--- config.mk ---
export PLATFORM = sky130hd
export DESIGN_NAME = alu_sequencer
export DESIGN_NICKNAME = d
export VERILOG_FILES = /design/src/rtl/cpu_pkg.sv /design/src/rtl/instr_decode.sv /design/src/rtl/alu_sequencer.sv
export SDC_FILE = /design/constraint.sdc
export NUM_CORES = 1
export LEC_CHECK = 0
export CAP_MARGIN = 10
export CORE_UTILIZATION = 38
export CTS_CLUSTER_SIZE = 20
export DETAILED_ROUTE_END_ITERATION = 7
export MAX_ROUTING_LAYER = met4
export PLACE_DENSITY_LB_ADDON = 0.08
export SYNTH_ARGS = -nofsm -noshare
export SYNTH_HDL_FRONTEND = slang
export SYNTH_SLANG_ARGS = --single-unit
--- constraint.sdc ---
create_clock -name clk -period 6.23 [get_ports clk]
set_clock_uncertainty 0.1 [all_clocks]
set_input_delay 1.5575 -clock clk [delete_from_list [all_inputs] [get_ports clk]]
set_output_delay 1.5575 -clock clk [all_outputs]
set_load 0.02 [all_outputs]
--- src/rtl/cpu_pkg.sv ---
// cpu_pkg: shared definitions for the 16-bit CPU control path.
//   - sequencer state encoding
//   - 8-bit ALU opcodes (shared with the ALU)
//   - 4-bit major opcodes (IR[15:12]) and shift extensions (IR[7:4])
//   - status flag bit positions within {N,Z,F,L,C}
package cpu_pkg;

  typedef enum logic [1:0] {
    ST_FETCH     = 2'd0,
    ST_DECODE    = 2'd1,
    ST_EXECUTE   = 2'd2,
    ST_WRITEBACK = 2'd3
  } state_e;

  localparam logic [7:0] OP_WAIT = 8'h00;
  localparam logic [7:0] OP_AND  = 8'h01;
  localparam logic [7:0] OP_OR   = 8'h02;
  localparam logic [7:0] OP_XOR  = 8'h03;
  localparam logic [7:0] OP_ADD  = 8'h05;
  localparam logic [7:0] OP_ADDU = 8'h06;
  localparam logic [7:0] OP_ADDC = 8'h07;
  localparam logic [7:0] OP_SUB  = 8'h09;
  localparam logic [7:0] OP_SUBC = 8'h0A;
  localparam logic [7:0] OP_CMP  = 8'h0B;
  localparam logic [7:0] OP_MUL  = 8'h0E;
  localparam logic [7:0] OP_LSH  = 8'h84;
  localparam logic [7:0] OP_ASHU = 8'h86;

  // Major opcodes. Register-form extension codes reuse the same values
  // (e.g. ADD is 0101 both as a major and as a register extension).
  localparam logic [3:0] MAJ_REG   = 4'h0;
  localparam logic [3:0] MAJ_AND   = 4'h1;
  localparam logic [3:0] MAJ_OR    = 4'h2;
  localparam logic [3:0] MAJ_XOR   = 4'h3;
  localparam logic [3:0] MAJ_ADD   = 4'h5;
  localparam logic [3:0] MAJ_ADDU  = 4'h6;
  localparam logic [3:0] MAJ_ADDC  = 4'h7;
  localparam logic [3:0] MAJ_SHIFT = 4'h8;
  localparam logic [3:0] MAJ_SUB   = 4'h9;
  localparam logic [3:0] MAJ_SUBC  = 4'hA;
  localparam logic [3:0] MAJ_CMP   = 4'hB;
  localparam logic [3:0] MAJ_MUL   = 4'hE;

  localparam logic [3:0] EXT_LSH  = 4'h4;
  localparam logic [3:0] EXT_ASHU = 4'h6;

  localparam int FLAG_C = 0;
  localparam int FLAG_L = 1;
  localparam int FLAG_F = 2;
  localparam int FLAG_Z = 3;
  localparam int FLAG_N = 4;

  // Arithmetic ops (register or immediate form) update the status register.
  function automatic logic is_flag_op(input logic [7:0] op);
    case (op)
      OP_ADD, OP_ADDU, OP_ADDC, OP_MUL,
      OP_SUB, OP_SUBC, OP_CMP: is_flag_op = 1'b1;
      default:                 is_flag_op = 1'b0;
    endcase
  endfunction

endpackage

--- src/rtl/instr_decode.sv ---
// instr_decode: combinational decode of one 16-bit instruction word.
//   ir           in   instruction register
//   rd, rs       out  IR[11:8] (Rdest / write-back) and IR[3:0] (Rsrc)
//   alu_opcode   out  8-bit ALU opcode (8'h00 for illegal encodings)
//   imm_sel      out  1 = ALU r2 uses imm_out
//   imm_out      out  sign- or zero-extended IR[7:0] for immediate forms
//   writes_rf    out  instruction writes Rdest
//   writes_flags out instruction latches the ALU flags
//   illegal_enc  out  encoding is not decodable
module instr_decode
  import cpu_pkg::*;
(
  input  logic [15:0] ir,
  output logic [3:0]  rd,
  output logic [3:0]  rs,
  output logic [7:0]  alu_opcode,
  output logic        imm_sel,
  output logic [15:0] imm_out,
  output logic        writes_rf,
  output logic        writes_flags,
  output logic        illegal_enc
);

  logic [3:0] major, ext;
  logic [7:0] imm8;

  assign major = ir[15:12];
  assign ext   = ir[7:4];
  assign imm8  = ir[7:0];
  assign rd    = ir[11:8];
  assign rs    = ir[3:0];

  always_comb begin
    alu_opcode  = OP_WAIT;
    imm_sel     = 1'b0;
    imm_out     = 16'h0000;
    illegal_enc = 1'b0;
    case (major)
      MAJ_REG: begin
        case (ext)
          MAJ_REG, MAJ_AND, MAJ_OR, MAJ_XOR, MAJ_ADD, MAJ_ADDU,
          MAJ_ADDC, MAJ_MUL, MAJ_SUB, MAJ_SUBC, MAJ_CMP:
                   alu_opcode  = {4'h0, ext};
          default: illegal_enc = 1'b1;
        endcase
      end
      MAJ_SHIFT: begin
        if (ext == EXT_LSH || ext == EXT_ASHU) alu_opcode  = {MAJ_SHIFT, ext};
        else                                   illegal_enc = 1'b1;
      end
      // Logic ops and ADDU take an unsigned immediate.
      MAJ_AND, MAJ_OR, MAJ_XOR, MAJ_ADDU: begin
        alu_opcode = {4'h0, major};
        imm_sel    = 1'b1;
        imm_out    = {8'h00, imm8};
      end
      MAJ_ADD, MAJ_ADDC, MAJ_MUL, MAJ_SUB, MAJ_SUBC, MAJ_CMP: begin
        alu_opcode = {4'h0, major};
        imm_sel    = 1'b1;
        imm_out    = {{8{imm8[7]}}, imm8};
      end
      default: illegal_enc = 1'b1;
    endcase
  end

  // WAIT and CMP produce no register result; illegal encodings decode to WAIT.
  assign writes_rf    = !illegal_enc && (alu_opcode != OP_WAIT) && (alu_opcode != OP_CMP);
  assign writes_flags = !illegal_enc && is_flag_op(alu_opcode);

endmodule

--- src/rtl/alu_sequencer.sv ---
// alu_sequencer: multi-cycle fetch/decode/execute/write-back controller for
// the 16-bit ALU. One instruction in flight, 4 cycles each when memory
// answers in the request cycle.
//   clk, reset            clock, async active-high reset
//   instr_data/valid/req  instruction fetch handshake, pc_out = fetch address
//   rf_raddr_a/b          register-file read addresses (Rdest, Rsrc)
//   imm_sel, imm_out      immediate operand select and value
//   alu_opcode, alu_flags ALU control and returned {N,Z,F,L,C}
//   rf_waddr, rf_we       register write-back
//   flags_out             latched status register
//   illegal               one-cycle pulse on an undecodable instruction
module alu_sequencer
  import cpu_pkg::*;
#(
  parameter logic [15:0] PC_RESET     = 16'h0000,
  parameter bit          ILLEGAL_TRAP = 1'b1
) (
  input  logic        clk,
  input  logic        reset,
  input  logic [15:0] instr_data,
  input  logic        instr_valid,
  output logic        instr_req,
  output logic [15:0] pc_out,
  output logic [3:0]  rf_raddr_a,
  output logic [3:0]  rf_raddr_b,
  output logic        imm_sel,
  output logic [15:0] imm_out,
  output logic [7:0]  alu_opcode,
  input  logic [4:0]  alu_flags,
  output logic [3:0]  rf_waddr,
  output logic        rf_we,
  output logic [4:0]  flags_out,
  output logic        illegal
);

  state_e      state;
  logic [15:0] ir;
  logic [3:0]  rd;
  logic        writes_rf, writes_flags, illegal_enc;

  // Decode is driven straight from IR, which only changes on the fetch edge,
  // so decode outputs hold from DECODE through WRITEBACK. IR resets to 0
  // (WAIT), which decodes to all-zero outputs.
  instr_decode u_dec (
    .ir           (ir),
    .rd           (rd),
    .rs           (rf_raddr_b),
    .alu_opcode   (alu_opcode),
    .imm_sel      (imm_sel),
    .imm_out      (imm_out),
    .writes_rf    (writes_rf),
    .writes_flags (writes_flags),
    .illegal_enc  (illegal_enc)
  );

  assign rf_raddr_a = rd;
  assign rf_waddr   = rd;

  always_ff @(posedge clk or posedge reset) begin
    if (reset) begin
      state     <= ST_FETCH;
      pc_out    <= PC_RESET;
      ir        <= 16'h0000;
      flags_out <= 5'b00000;
    end else begin
      case (state)
        ST_FETCH: begin
          if (instr_valid) begin
            ir    <= instr_data;
            state <= ST_DECODE;
          end
        end
        ST_DECODE:  state <= ST_EXECUTE;
        ST_EXECUTE: state <= ST_WRITEBACK;
        ST_WRITEBACK: begin
          if (writes_flags) flags_out <= alu_flags;
          pc_out <= pc_out + 16'd1;
          state  <= ST_FETCH;
        end
        default: state <= ST_FETCH;
      endcase
    end
  end

  // Request is masked while reset is held so it first rises as reset releases.
  assign instr_req = (state == ST_FETCH) && !reset;
  assign rf_we     = (state == ST_WRITEBACK) && writes_rf;
  assign illegal   = (state == ST_WRITEBACK) && illegal_enc && ILLEGAL_TRAP;

endmodule

[Word-level counts from Yosys, hierarchy flattened]
Cells that the tools add are included.
Storage, ports and cells
  register bits after elaboration: 39
Cells by class
  add/subtract/negate cells: 1
  equal/unequal tests: 34
  mux-type cells: 11
  reduce and logical (&&, ||, !) cells: 20
Operator list (count)
  $eq A4 B4 Y1 const B: 9
  $eq A8 B4 Y1 const B: 4
  $pmux W16 S2: 1
  $eq A4 B3 Y1 const B: 7
  $eq A8 B3 Y1 const B: 3
  $pmux W8 S3: 1
  $add A16 B1 Y16 const B: 1
  $eq A4 B2 Y1 const B: 4
  $reduce_or A11 Y1: 1
  $reduce_or A10 Y1: 1
  $eq A4 B1 Y1 const B: 2
  $logic_not A4 Y1: 2
  $mux W8: 1
  $ne A8 B4 Y1 const B: 1
  $pmux W2 S4: 1
  $reduce_bool A8 Y1: 1
  $reduce_or A7 Y1: 1
  $logic_and A1 B1 Y1: 6
  $reduce_or A6 Y1: 1
  $eq A2 B2 Y1 const B: 2
  $mux W1: 4
  $mux W4: 1
  $reduce_and A2 Y1: 2
  $reduce_or A4 Y1: 1
  other kinds (7): 8

[Logic depth before layout (Yosys ltp)]
Gate-level depths: netlist of the first run.
  depth after elaboration: 9
  depth in mapped cells: 7

[Modules after synthesis]
From an unflattened synthesis of the first run, not the netlist that was laid out.
Second synthesis, totals
  cell total of the unflattened synthesis: 191
  area total of the unflattened synthesis: 2159.6 um^2
Modules (own cells, without submodules)
  alu_sequencer: times used 1, cells an instance 125, area each 1674.1 um^2, sequential area each 975.9 um^2
  instr_decode: times used 1, cells an instance 66, area each 485.5 um^2, sequential area each 0.0 um^2

[Worst setup path before layout of the first run]
OpenSTA, ideal clock, no wires.
  path type: flip-flop to output port
  start point: register ir[13]
  end point: output port rf_we
  arrival time: 2.027 ns
  data required time: 4.572 ns
  setup slack: 2.545 ns
  cell stages (with the launch flop): 5
  buffers on the path: 0
  path through: dfrtp_1 or2_2 o41ai_1 o211ai_1 o311a_1
On the way
  cells in the longest elaborated chain, start to end: 7
Ends and longest elaborated chain
  start: declaration: line alu_sequencer.sv:37  | logic [15:0] ir;
  start signal: assignment: line alu_sequencer.sv:69  | ir <= instr_data;
  $eq A4 B1 Y1, or another cell as far along: line instr_decode.sv:38  | case (major)
  $reduce_or A10 Y1 (no line)
  $pmux W8 S3 *: line instr_decode.sv:38
  via alu_opcode[3]: line alu_sequencer.sv:28  | output logic [7:0] alu_opcode,
  $reduce_bool A8 Y1: line instr_decode.sv:67  | assign writes_rf = !illegal_enc && (alu_opcode != OP_WAIT) && (alu_opcode != OP_CMP);
  $logic_and A1 B1 Y1: line instr_decode.sv:67
  $logic_and A1 B1 Y1 *: line instr_decode.sv:67
  $logic_and A1 B1 Y1 *: line alu_sequencer.sv:87  | assign rf_we = (state == ST_WRITEBACK) && writes_rf;
  end: declaration: line alu_sequencer.sv:31  | output logic rf_we,
Mark *: on every way through the listed nets, which the timed path passes. The rest lies on a longest branch.

[Worst setup path after layout of the first run]
  start point: input port reset
  end point: output port instr_req
On the way
  cells in the longest elaborated chain, start to end: 2
Ends and longest elaborated chain
  start: declaration: line alu_sequencer.sv:19  | input logic reset,
  $logic_not A1 Y1: line alu_sequencer.sv:86  | assign instr_req = (state == ST_FETCH) && !reset;
  $logic_and A1 B1 Y1: line alu_sequencer.sv:86
  end: declaration: line alu_sequencer.sv:22  | output logic instr_req,
No other way between the ends.

==> run metrics, run 1 <==
placer's final routability congestion estimate between 0.7 and 0.8; beginning of the worst register-to-register path ir[12]; Most Frequent Cell on Critical Path clkdlybuf4s50_1; max-slew violation count 0; Peak VDD IR 0.000252 V; worst min path class reg2reg; DP Worst Slack between 1.5 and 2 ns; number of sinks driven by the clock tree 39; wire per inst ~13 µm; vias in the first global route between 1500 and 2000; Boundary Pins 85; cell area after placement about 2900 µm²; main combinational cell family by area after synthesis simple AND/OR/NAND/NOR gates; startpoint of the most critical setup path reset; initial standard-cell utilization of the core around 40%; mapped cell area approximately 2200 µm²; setup slack of the critical path after layout around 1.9 ns; mux cell area share after synthesis 12.6%; register bit total from synthesis 39; Worst setup SP type input port; slew at the pin closest to its max-slew limit 0.682 ns; kind of cell with the highest combined delay on the critical path buffers and inverters; number of setup buffers added after CTS 0; area fraction in compound gates after synthesis slightly below 8%; crit path capture instr_req; TritonCTS clock tree done; Max clock buf depth 2; number of enable flip-flop cells after synthesis 0; Vert. Die Dim 78.2 µm; Crit. path cell count 3; Core Box Area between 5000 and 6000 µm²; commonest register cell after synthesis dfrtp_1; arrival time of the worst setup path 2.70 ns; required time reported for the critical path endpoint ~4.6 ns; headroom to the max-slew limit between 50% and 60%; post-synthesis share of cell area spent on full adders, half adders and majority gates under 10%; Fill cells around 520; number of antenna violations at the first check in global routing 0; hold-fix buffer count after cts 0; CP Cell Sequence clkdlybuf4s50_1 -> nor2b_1 -> clkdlybuf4s50_1; average vias per placed instance just under 5; Distinct cells, synth between 40 and 50; post-DP HPWL roughly 3200 µm; kind of end point of the critical path output port; time the final worst path needs with I/O delays and setup around 4.4 ns; hold path cells 1; portion of the clock cycle consumed by the worst path in the final layout a little over two thirds; Syn-to-layout area delta 35.2%; width of the die 78.2 µm; Site Rows 27; # port buffers around 80; register area share after synthesis around 44%; type of the worst setup path in2out; # H-tree levels 2; capturing point of the worst reg2reg path flags_out[2]; Final Hold Vio Count 0; basic-gate share of the synthesized area counting and, or, nand and nor cells about 14%; Final Net Count 296; drt drc 0; share of flip-flops with an asynchronous set or reset 100%; first-pass GRT wire length approximately 7400 µm; root buffer selected by CTS clkbuf_8; Post-DRT Antenna Nets 0; maximum number of pins on one net before global-route repair 40; buffers and inverters on the worst path 2; leakage power 1.27 nW; cell at the slowest stage of the critical path clkdlybuf4s50_1; endpoints failing setup 0; Setup TNS 0 ns; share of post-route cells with drive strength above 1 approximately 15%; count of cells along the worst register-to-register path 5; Post-Synth XOR/XNOR Area about 6%; Skew-Pair Late Insertion Delay ~0.28 ns; unrepaired setup endpoints after global routing false; clock-pin slew on the worst setup and hold paths 0.07 ns; Die Area between 6000 and 7000 µm²; drt first-iter violations 98; total length of routed wires ~4400 µm; Syn Area/Cell ~11 µm²; count of mapped cells out of synthesis approximately 210; delay of the slowest critical-path stage 0.61 ns; top achievable clock speed between 200 and 250 MHz; total track usage between 15 and 20%; FF-to-FF setup slack slightly below 4 ns; via total after detailed routing ~1600; number of warnings printed during yosys synthesis 0; total global routing overflow 0; Antenna Cells 0; power density over cell area between 500 and 600 nW/µm²; Max-cap violations 0; number of clock buffers inserted by TritonCTS 5; number of resized instances in the post-cts repair step 0; total iterations of the first detailed-routing run 4; Post-Layout Inst Area approximately 3000 µm²; result of the run finished clean; crit path max fanout 2
-- where the power goes --
part | internal, mW | switching, mW | total (mW)
logic | 0.508 | 0.462 | 0.970
clock network | 0.0868 | 0.0829 | 0.170
registers | 0.350 | 0.129 | 0.479
-- cell usage after synthesis, drive strengths merged (2+ instances only) --
library cell	n	area [µm²]
xor2	6	52.6
a31oi	4	25.0
or2	2	12.5
nor2	11	41.3
a211oi	2	15.0
nor3	5	25.0
inv	10	37.5
clkbuf	5	30.0
nor2b	5	31.3
and3	8	57.6
a21oi	5	25.0
mux2	23	278
nand3	5	37.5
buf	27	196
ha	5	62.6
o21ai	5	25.0
o31ai	2	15.0
nand2	9	33.8
nand4	7	43.8
xnor2	9	78.8
dfrtp	39	976
and2	2	15.0
-- routing by layer --
metal  vias up  wire length (µm)  track usage (%)
li1        804                 -                -
met1       769              2030             21.0
met2        58              1950             23.4
met3         8               310             3.95
met4         0                74             5.00
met5         -                 0                -
-- per-stage QoR --
step | total power [mW] | util [%] | instances | hold WS (ns)
2_1_floorplan | 1.15 | - | 210 | 0.394
3_3_place_gp | 1.46 | 52.3 | 332 | 0.358
3_5_place_dp | 1.46 | 52.3 | 332 | 0.373
4_1_cts | 1.64 | 53.8 | 339 | 0.383
5_1_grt | 1.74 | 53.8 | 339 | 0.406
6_report | 1.62 | 53.8 | 339 | 0.379
-- flip-flops by register name, summed over array words and instances (netlist names) --
| signal | flops |
|---|---|
| flags_out | 5 |
| ir | 16 |
| pc_out | 16 |
| state | 2 |
-- worst min path at each step --
stage / from / to
final: pc_out[15] / pc_out[15]
after global routing: pc_out[15] / pc_out[15]
after CTS: pc_out[15] / pc_out[15]
after detailed placement: pc_out[15] / pc_out[15]
after global placement: pc_out[15] / pc_out[15]
after floorplan: ir[0] / ir[0]
-- worst register-to-register path: cells and delay by family (launching register included) --
family / cells / cell delay, ns
simple gates: 3 / 1.19
flops: 1 / 0.55
mux: 1 / 0.36
compound gates: 1 / 0.04
-- layout by cell type (no fill, tap or decap), drive strengths merged, types with 2 or more instances in the layout --
cell            n
clkbuf          6
nor2           11
nand2           9
clkdlybuf4s50  81
dfrtp          39
nor3            5
a211oi          2
a31oi           4
nand4           7
inv            10
conb            3
or2             2
and3            8
nor2b           5
xnor2           9
o21ai           5
ha              5
and2            2
o31ai           2
a21oi           5
xor2            6
nand3           5
mux2           23
-- final cells by class --
class	instances	area, µm²	share of cell area (%)
Clock buffer	6	82.6	2.77
Clock inverter	1	5.00	0.168
Inverter	10	37.5	1.26
Multi-Input combinational cell	129	973	32.6
Sequential cell	39	976	32.7
Tap cell	72	90.1	3.02
Timing Repair Buffer	82	818	27.4
-- logic make-up after synthesis --
logic type,Yosys count
compound gates,26
xor+xnor,15
flops,39
buf+inv,42
other cells,1
mux,23
fa+ha+maj,5
simple gates,57
Note: power is estimated with default switching activity, not from simulation.
==> inputs of run 2 (changes only) <==
==> constraint.sdc (replaced) <==
create_clock -name clk -period 3.7 [get_ports clk]
set_clock_uncertainty 0.1 [all_clocks]
set_input_delay 0.925 -clock clk [delete_from_list [all_inputs] [get_ports clk]]
set_output_delay 0.925 -clock clk [all_outputs]
set_load 0.02 [all_outputs]
==> run metrics, run 2 (synthesis results as in run 1) <==
Skew-Pair Late Insertion Delay 0.29 ns (was 0.28 ns); maximum number of pins on one net before global-route repair 40 (unchanged); share of post-route cells with drive strength above 1 16.8% (was 15.0%); Setup TNS 0 ns (unchanged); Max-cap violations 0 (unchanged); top achievable clock speed around 280 MHz; Boundary Pins 85 (unchanged); post-DP HPWL 3230 µm (was 3170 µm); Final Hold Vio Count 0 (unchanged); Site Rows 27 (unchanged); type of the worst setup path reg2out (was in2out); endpoints failing setup 0 (unchanged); hold-fix buffer count after cts 0 (unchanged); crit path max fanout 10 (was 2); Regs by FF count ir x16, pc_out x16, flags_out x5 (unchanged); Syn-to-layout area delta 37.3% (was 35.2%); hold path cells 1 (unchanged); number of sinks driven by the clock tree 39 (unchanged); number of clock buffers inserted by TritonCTS 5 (unchanged); TritonCTS clock tree done (unchanged); width of the die 78.2 µm (unchanged); met3 routed wirelength 294 µm (was 310 µm); Core Box Area 5540 µm² (unchanged); initial standard-cell utilization of the core 39.8% (unchanged); routed length on met1 2010 µm (was 2030 µm); max-slew violation count 0 (unchanged); Post-DRT Antenna Nets 0 (unchanged); time the final worst path needs with I/O delays and setup roughly 3.6 ns; portion of the clock cycle consumed by the worst path in the final layout roughly 97%; Vert. Die Dim 78.2 µm (unchanged); leakage power 1.29 nW (was 1.27 nW); sum of met2 wire segment lengths after detailed routing 2080 µm (was 1950 µm); Top Layer Used met4 (unchanged); Antenna Cells 0 (unchanged); Die Area 6110 µm² (unchanged); Worst setup SP type flop (was input port); most common cell after layout, fill and taps aside clkdlybuf4s50_1 (unchanged); Max clock buf depth 2 (unchanged); worst min path class reg2reg (unchanged); number of antenna violations at the first check in global routing 0 (unchanged); drt drc 0 (unchanged); most used cells in the layout excluding fill and tap cells 81 x clkdlybuf4s50_1, 37 x dfrtp_1, 18 x mux2_2 (was 81 x clkdlybuf4s50_1, 39 x dfrtp_1, 18 x mux2_2); Post-Route Utilization 54.7% (was 53.8%); total global routing overflow 0 (unchanged); root buffer selected by CTS clkbuf_8 (unchanged); average vias per placed instance 4.89 (was 4.83); # H-tree levels 2 (unchanged); first-pass GRT wire length 7190 µm (was 7360 µm); slew at the pin closest to its max-slew limit 0.687 ns (was 0.682 ns); Final Net Count 296 (unchanged); total iterations of the first detailed-routing run 4 (unchanged); placer's final routability congestion estimate 0.866 (was 0.775); power density over cell area 935 nW/µm² (was 543 nW/µm²); vias in the first global route 1497 (was 1505); arrival time of the worst setup path 2.56 ns (was 2.70 ns); number of setup buffers added after CTS 0 (unchanged); headroom to the max-slew limit 54.1% (was 54.4%); required time reported for the critical path endpoint 2.67 ns (was 4.57 ns); count of cells along the worst register-to-register path 5 (unchanged); via total after detailed routing 1664 (was 1639); # port buffers 81 (unchanged); total length of routed wires 4450 µm (was 4360 µm); Peak VDD IR 0.000457 V (was 0.000252 V); kind of end point of the critical path output port (unchanged); unrepaired setup endpoints after global routing false (unchanged); setup slack of the critical path after layout 0.111 ns (was 1.87 ns); power after layout 2.83 mW (was 1.62 mW); drt first-iter violations 78 (was 98); clock-pin slew on the worst setup and hold paths 0.08 ns (was 0.07 ns); DP Worst Slack 0.294 ns (was 1.88 ns); wire per inst 13.1 µm (was 12.9 µm); total track usage 15.5% (was 15.7%); result of the run finished clean (unchanged)
## run 2: metrics by stage
step,hold slack (ns),area (µm²),std cells
after global placement,0.358,2900,332
after floorplan,0.394,2210,210
final,0.371,3030,340
after CTS,0.378,3010,340
after detailed placement,0.367,2900,332
after global routing,0.418,3030,340
## run 2: path summary, 6_finish.rpt
check,start,end,slack [ns]
setup / recovery,ir[6],rf_we,0.11
hold / removal,pc_out[15],pc_out[15],0.37
setup reg to reg,ir[12],flags_out[2],1.32
hold reg to reg,pc_out[15],pc_out[15],0.37
max in group asynchronous,reset,ir[4],2.15
min in group asynchronous,reset,state[1],0.99
## run 2: report_power, final
| part | switching (mW) | leakage (nW) | internal, mW |
|---|---|---|---|
| Combinational | 0.793 | 0.746 | 0.860 |
| Sequential | 0.220 | 0.483 | 0.591 |
| Clock | 0.149 | 0.0612 | 0.218 |
## run 2: final cells by class
cell class                 instances  area, µm²
tap                               72       90.1
sequential                        39        978
clock inverter                     2       35.0
inverter                          10       37.5
clock buffer                       6       82.6
multi-input combinational        129        987
fill                             489       2510
timing repair buffer              82        818
## run 2: per-layer routing
layer / GRT usage (%) / up-vias
met5: - / -
met3: 4.07 / 7
met2: 24.5 / 67
met1: 19.4 / 782
met4: 5.00 / 0
li1: - / 808
## run 2: what timing repair did
action,CTS,global route
gates resized for setup,1,4
pin swaps,0,0
hold endpoints to repair,0,0
setup endpoints to repair,1,1
## run 2: worst max-delay path, cell delays in order, from the launching register on
cell and delay [ns]:
dfrtp_1 0.49, a21boi_0 0.17, o31ai_1 0.39, a2111oi_2 0.14, or2_1 0.26, o311a_1 0.29, clkdlybuf4s50_1 0.54
